## config.mk

```make
export PLATFORM = sky130hd
export DESIGN_NAME = ft64_ifetch_aligner
export DESIGN_NICKNAME = d
export VERILOG_FILES = /design/src/rtl/ft64_ifetch_aligner.sv
export SDC_FILE = /design/constraint.sdc
export NUM_CORES = 1
export LEC_CHECK = 0
export ABC_AREA = 1
export BUFFER_PORTS_ARGS = -buffer_cell sky130_fd_sc_hd__buf_2
export CAP_MARGIN = 20
export CORE_MARGIN = 8
export CORE_UTILIZATION = 46
export DETAILED_ROUTE_END_ITERATION = 10
export PLACE_DENSITY = 0.65
export SYNTH_ARGS = -nofsm -noshare
export SYNTH_HDL_FRONTEND = slang
export SYNTH_SLANG_ARGS = --single-unit
```

## constraint.sdc

```tcl
create_clock -name clk -period 4.7 [get_ports clk]
set_clock_uncertainty 0.15 [all_clocks]
set_input_delay 0.235 -clock clk [delete_from_list [all_inputs] [get_ports clk]]
set_output_delay 0.235 -clock clk [all_outputs]
set_load 0.01 [all_outputs]
```

## src/rtl/ft64_ifetch_aligner.sv

```systemverilog
// Fetch-word to instruction aligner: 8-halfword queue, one 16/32/48-bit instr per cycle; FT64_ALIGN_EXPAND_EN folds in the expander.
// Latency: a word accepted at edge N is visible at the head after edge N; outputs are decoded from registered state only.
// Backpressure: in_ready drops once more than 4 halfwords are queued; out_valid holds head stable until out_ready.
module ft64_ifetch_aligner #(
   parameter int              AMSB  = 31,
   parameter logic [AMSB:0]   RSTPC = 32'hFFFC0100
) (
   input  logic              clk,
   input  logic              rst,
   input  logic              flush,
   input  logic [AMSB:0]     flush_pc,
   input  logic              in_valid,
   output logic              in_ready,
   input  logic [63:0]       in_data,
   output logic              out_valid,
   input  logic              out_ready,
   output logic [47:0]       out_instr,
   output logic [1:0]        out_len,
   output logic              out_cmp,
   output logic [AMSB:0]     out_pc
);

   logic [15:0]   slot [8];
   logic [2:0]    head;
   logic [3:0]    count;
   logic [1:0]    skip;
   logic [AMSB:0] pc;

   logic [15:0]   h0, h1, h2;
   logic [1:0]    len;
   logic          push, pop;
   logic [2:0]    tail;
   logic [2:0]    push_n;
   logic          unused_flush_lsb;

   assign unused_flush_lsb = flush_pc[0];

   assign h0 = slot[head];
   assign h1 = slot[head + 3'd1];
   assign h2 = slot[head + 3'd2];

   always_comb begin
      len = 2'd2;
      case (h0[7:6])
         2'b11:   len = 2'd1;
         2'b01:   len = 2'd3;
         default: len = 2'd2;
      endcase
   end

`ifdef FT64_ALIGN_EXPAND_EN
   // Expanded form: sign-extended immediate from the upper byte, opcode kept, [7:6] marked 2'b10.
   function automatic logic [47:0] expand(input logic [15:0] h);
      return {{26{h[15]}}, h[15:8], h[5:0], 2'b10, h[5:0]};
   endfunction
`endif

   always_comb begin
      out_instr = 48'd0;
      case (len)
`ifdef FT64_ALIGN_EXPAND_EN
         2'd1:    out_instr = expand(h0);
`else
         2'd1:    out_instr = {32'd0, h0};
`endif
         2'd3:    out_instr = {h2, h1, h0};
         default: out_instr = {16'd0, h1, h0};
      endcase
   end

   assign out_len   = len;
   assign out_cmp   = (h0[7:6] == 2'b11);
   assign out_pc    = pc;
   assign out_valid = (count != 4'd0) && (count >= {2'b00, len});
   assign in_ready  = (count <= 4'd4);

   assign push   = in_valid && in_ready;
   assign pop    = out_valid && out_ready;
   assign tail   = head + count[2:0];
   assign push_n = 3'd4 - {1'b0, skip};

   always_ff @(posedge clk) begin
      if (rst) begin
         for (int i = 0; i < 8; i++)
            slot[i] <= 16'd0;
         head  <= 3'd0;
         count <= 4'd0;
         skip  <= RSTPC[2:1];
         pc    <= {RSTPC[AMSB:1], 1'b0};
      end else if (flush) begin
         count <= 4'd0;
         skip  <= flush_pc[2:1];
         pc    <= {flush_pc[AMSB:1], 1'b0};
      end else begin
         if (push) begin
            // Leading halfwords below the restart PC are dropped from the first word after a flush.
            for (int k = 0; k < 4; k++)
               if (k >= int'(skip))
                  slot[tail + 3'(k) - {1'b0, skip}] <= in_data[16*k +: 16];
            skip <= 2'd0;
         end
         if (pop) begin
            head <= head + {1'b0, len};
            pc   <= pc + (AMSB+1)'({len, 1'b0});
         end
         count <= count - (pop ? {2'b00, len} : 4'd0) + (push ? {1'b0, push_n} : 4'd0);
      end
   end

endmodule

```

==> reports/summary.txt <==
Final WL = 72.74 mm
Detailed Route Iter0 Violations = 2618
Cell variety after synth = 47
Crit-path cells = ha_1 > fa_1 > inv_1 > ha_1 > ha_1 > xnor2_1 > nand3b_1 > a21oi_1 > nand2_1 > buf_4 > clkinv_1 > a21oi_1 > nand2_1
Share of cells above drive strength 1 = 0.1375
Nets@finish = 2796
Final hold vios = 0
Final-layout fill cell count = 3517
Setup violations, final = 0
Seq pwr share = 0.288
Leak Pwr = 8.289 nW
Clock buffer count from CTS = 17
Crit path arrival time = 4.21 ns
Drt drc = 0
Die W = 203.4 um
Tightest Pin Transition = 0.8569 ns
Mapped Area = 16150 um2
Core area = 34540 um2
Fmax = 0.2376 GHz
Largest net degree at the start of global routing = 92
Reg2reg path depth = 13
DR pass1 iterations = 6
CP Class = register to register
Setup crit end = slot[1][13]$_DFFE_PP_
Net Switching = 3.934 mW
Grt ovf = 0
Routed len/inst = 23.23 um
Cells after synthesis = 2531
Crit share post-route = 0.8955
Worst Hold Class = primary input to register
Fin crit period = 4.209 ns
Pwr dens = 431.3 nW/um2
CP Capture Type = register
Net count after synthesis = 2663
Internal power = 3.918 mW
Worst setup SP type = register
Vias in the first global route = 16976
Logic pwr share = 0.541
CP max stage delay = 0.66 ns
Row count = 68
IO buf count = 183
Max clock buf depth = 2
Outcome = finished clean
Die area = 41370 um2
CP Depth = 13
Root Driver = clkbuf_16
Placed cells = 3069
Seq/Total Area, Yosys = 0.2913
Critical R2R Launch = count[0]$_SDFF_PP0_
Synth Warn # = 0
Worst path top cell family by delay = adder cells
Clock power frac = 0.171
Sink Count = 171
Initial antenna violation count = 3
Clock slew at reported path FFs = 0.07 ns
Detail Placement HPWL = 55.55 mm
Worst VDD drop = 0.8133 mV
Fin area = 18210 um2
Vias per cell = 6.052
Starting density of the core = 0.4676
Detail Route Antenna Nets = 0
Placed Instance Area = 17340 um2
Req. time, crit path = 4.70 ns
FFs w/ async S/R, synth = 0
Fin Setup TNS = 0 ns
Max-slew violation count = 0
Max_slew headroom = 0.4288
R2r setup slk = 0.49 ns
Worst setup path startpoint = count[0]$_SDFF_PP0_
MaxCap Viol Count = 0
EDFF count, synth = 128
Sw frac = 0.5010
H-tree levels = 4
Chip Height = 203.4 um
GRT Overall Usage = 0.3393
Layout area overhead = 12.71%
Top FF cell, synth = edfxtp_1
Finished Layout Cells = 3132
Crit-path most repeated cell = ha_1
Vias = 18956
CP max stage cell = fa_1
FF+latch count, synth = 171
Crit path max fanout = 19
Later-pin clock latency in the skew report = 0.43 ns
IO Count = 186
First-pass GRT wire length = 107.7 mm
Hold Slack = 0.07572 ns
ANT cells = 0
TritonCTS clock tree = yes
GP Congestion = 1.012
Syn Area/Cell = 6.382 um2
WP buf/inv = 3
R2r endpoint = slot[1][13]$_DFFE_PP_
RSZ-0062 raised after global routing = false
-- worst min path at each step --
stage                  from                       to  slack [ns]  cells past startpoint
2_1_floorplan  flush_pc[20]  out_pc[20]$_SDFFE_PP1P_        0.23                      2
3_3_place_gp   flush_pc[23]  out_pc[23]$_SDFFE_PP1P_        0.32                      3
3_5_place_dp   flush_pc[23]  out_pc[23]$_SDFFE_PP1P_        0.33                      3
4_1_cts         in_data[59]    slot[6][11]$_DFFE_PP_        0.04                      3
5_1_grt         in_data[59]    slot[6][11]$_DFFE_PP_        0.06                      3
6_report          out_ready   out_pc[4]$_SDFFE_PP0P_        0.08                      4
-- area by class of cell --
| cell class | instances | area (um2) | share of cell area |
|---|---|---|---|
| Multi-Input combinational cell | 1923 | 9647 | 0.5299 |
| Sequential cell | 171 | 4710 | 0.2587 |
| Timing Repair Buffer | 275 | 1684 | 0.09251 |
| Inverter | 276 | 1042 | 0.05725 |
| Tap cell | 455 | 569.3 | 0.03127 |
| Clock buffer | 19 | 432.9 | 0.02378 |
| Clock inverter | 13 | 120.1 | 0.006598 |
-- registers in the layout, indices dropped and copies added (netlist names), named ones only --
register and cells:
out_pc 31, slot 128, skip 2, head 3, count 4
-- worst register-to-register path: stages, from the launching register on --
cell and delay, ns:
dfxtp_1 0.35, ha_1 0.21, fa_1 0.66, inv_1 0.14
ha_1 0.30, ha_1 0.21, xnor2_1 0.21, nand3b_1 0.21
a21oi_1 0.10, nand2_1 0.23, buf_4 0.32, clkinv_1 0.34
a21oi_1 0.34, nand2_1 0.17
-- per-layer routing --
metal,vias to the layer above,track usage,share of wire
met5,-,0,0.00032
met4,4,0.09402,0.022
li1,8768,-,-
met1,8785,0.5007,0.44
met3,122,0.07363,0.12
met2,1277,0.4900,0.41
-- power by group through the flow --
stage	clock, mW	sequential, mW	combinational (mW)
2_1_floorplan	0	2.17	2.74
5_1_grt	1.40	2.28	4.60
4_1_cts	1.35	2.24	4.14
3_5_place_dp	0	2.27	4.10
3_3_place_gp	0	2.27	4.05
6_report	1.34	2.26	4.25
-- kinds of logic after synthesis --
kind of cell | share of synthesized area
other | 0.0002322
adder cells (fa/ha/maj) | 0.02727
AND/OR/NAND/NOR | 0.3446
AO/OA/AOI/OAI | 0.2081
buffers and inverters | 0.1116
XOR/XNOR | 0.01681
flip-flops | 0.2913
-- metrics by stage --
stage | power (mW) | setup slack [ns] | utilization
4_1_cts | 7.738 | 0.4676 | 0.5270
6_report | 7.852 | 0.4909 | 0.5270
3_3_place_gp | 6.314 | 0.5380 | 0.5020
2_1_floorplan | 4.907 | 0.4983 | -
3_5_place_dp | 6.378 | 0.4882 | 0.5020
5_1_grt | 8.287 | 0.1144 | 0.5270
-- layout by cell type (no fill, tap or decap), types with 14 or more instances in the layout --
master / Yosys / routed
nand2_2: 14 / 14
a31oi_1: 22 / 22
a21oi_1: 237 / 237
buf_4: 11 / 61
ha_1: 24 / 24
edfxtp_1: 128 / 128
o21ai_0: 284 / 284
dlygate4sd3_1: 0 / 31
dfxtp_1: 43 / 41
xor2_1: 18 / 18
buf_2: 54 / 183
nand3_1: 166 / 166
a211oi_1: 16 / 16
inv_2: 19 / 20
inv_1: 247 / 247
clkbuf_16: 0 / 17
o21ai_1: 26 / 26
o211ai_1: 22 / 22
nand4_1: 109 / 109
nand2_1: 641 / 641
nor2_1: 233 / 232
-- synthesized netlist by cell type (14+ instances only) --
library cell / n / share of area
nand2_1: 641 / 0.15
o21ai_0: 284 / 0.088
inv_1: 247 / 0.057
a21oi_1: 237 / 0.073
nor2_1: 233 / 0.054
nand3_1: 166 / 0.051
edfxtp_1: 128 / 0.24
nand4_1: 109 / 0.042
clkbuf_1: 81 / 0.019
buf_2: 54 / 0.017
dfxtp_1: 43 / 0.053
o21ai_1: 26 / 0.0081
ha_1: 24 / 0.019
a31oi_1: 22 / 0.0085
o211ai_1: 22 / 0.010
inv_2: 19 / 0.0044
xor2_1: 18 / 0.0098
a211oi_1: 16 / 0.0074
nand2_2: 14 / 0.0054
-- what timing repair did --
action | 4_1_cts | 5_1_grt
buffers inserted | 0 | 0
resized for setup | 0 | 1
hold endpoints to repair | 33 | 0
setup endpoints to repair | 0 | 1
hold buffers | 31 | 0
No activity file was read; power rests on OpenSTA's default activity.
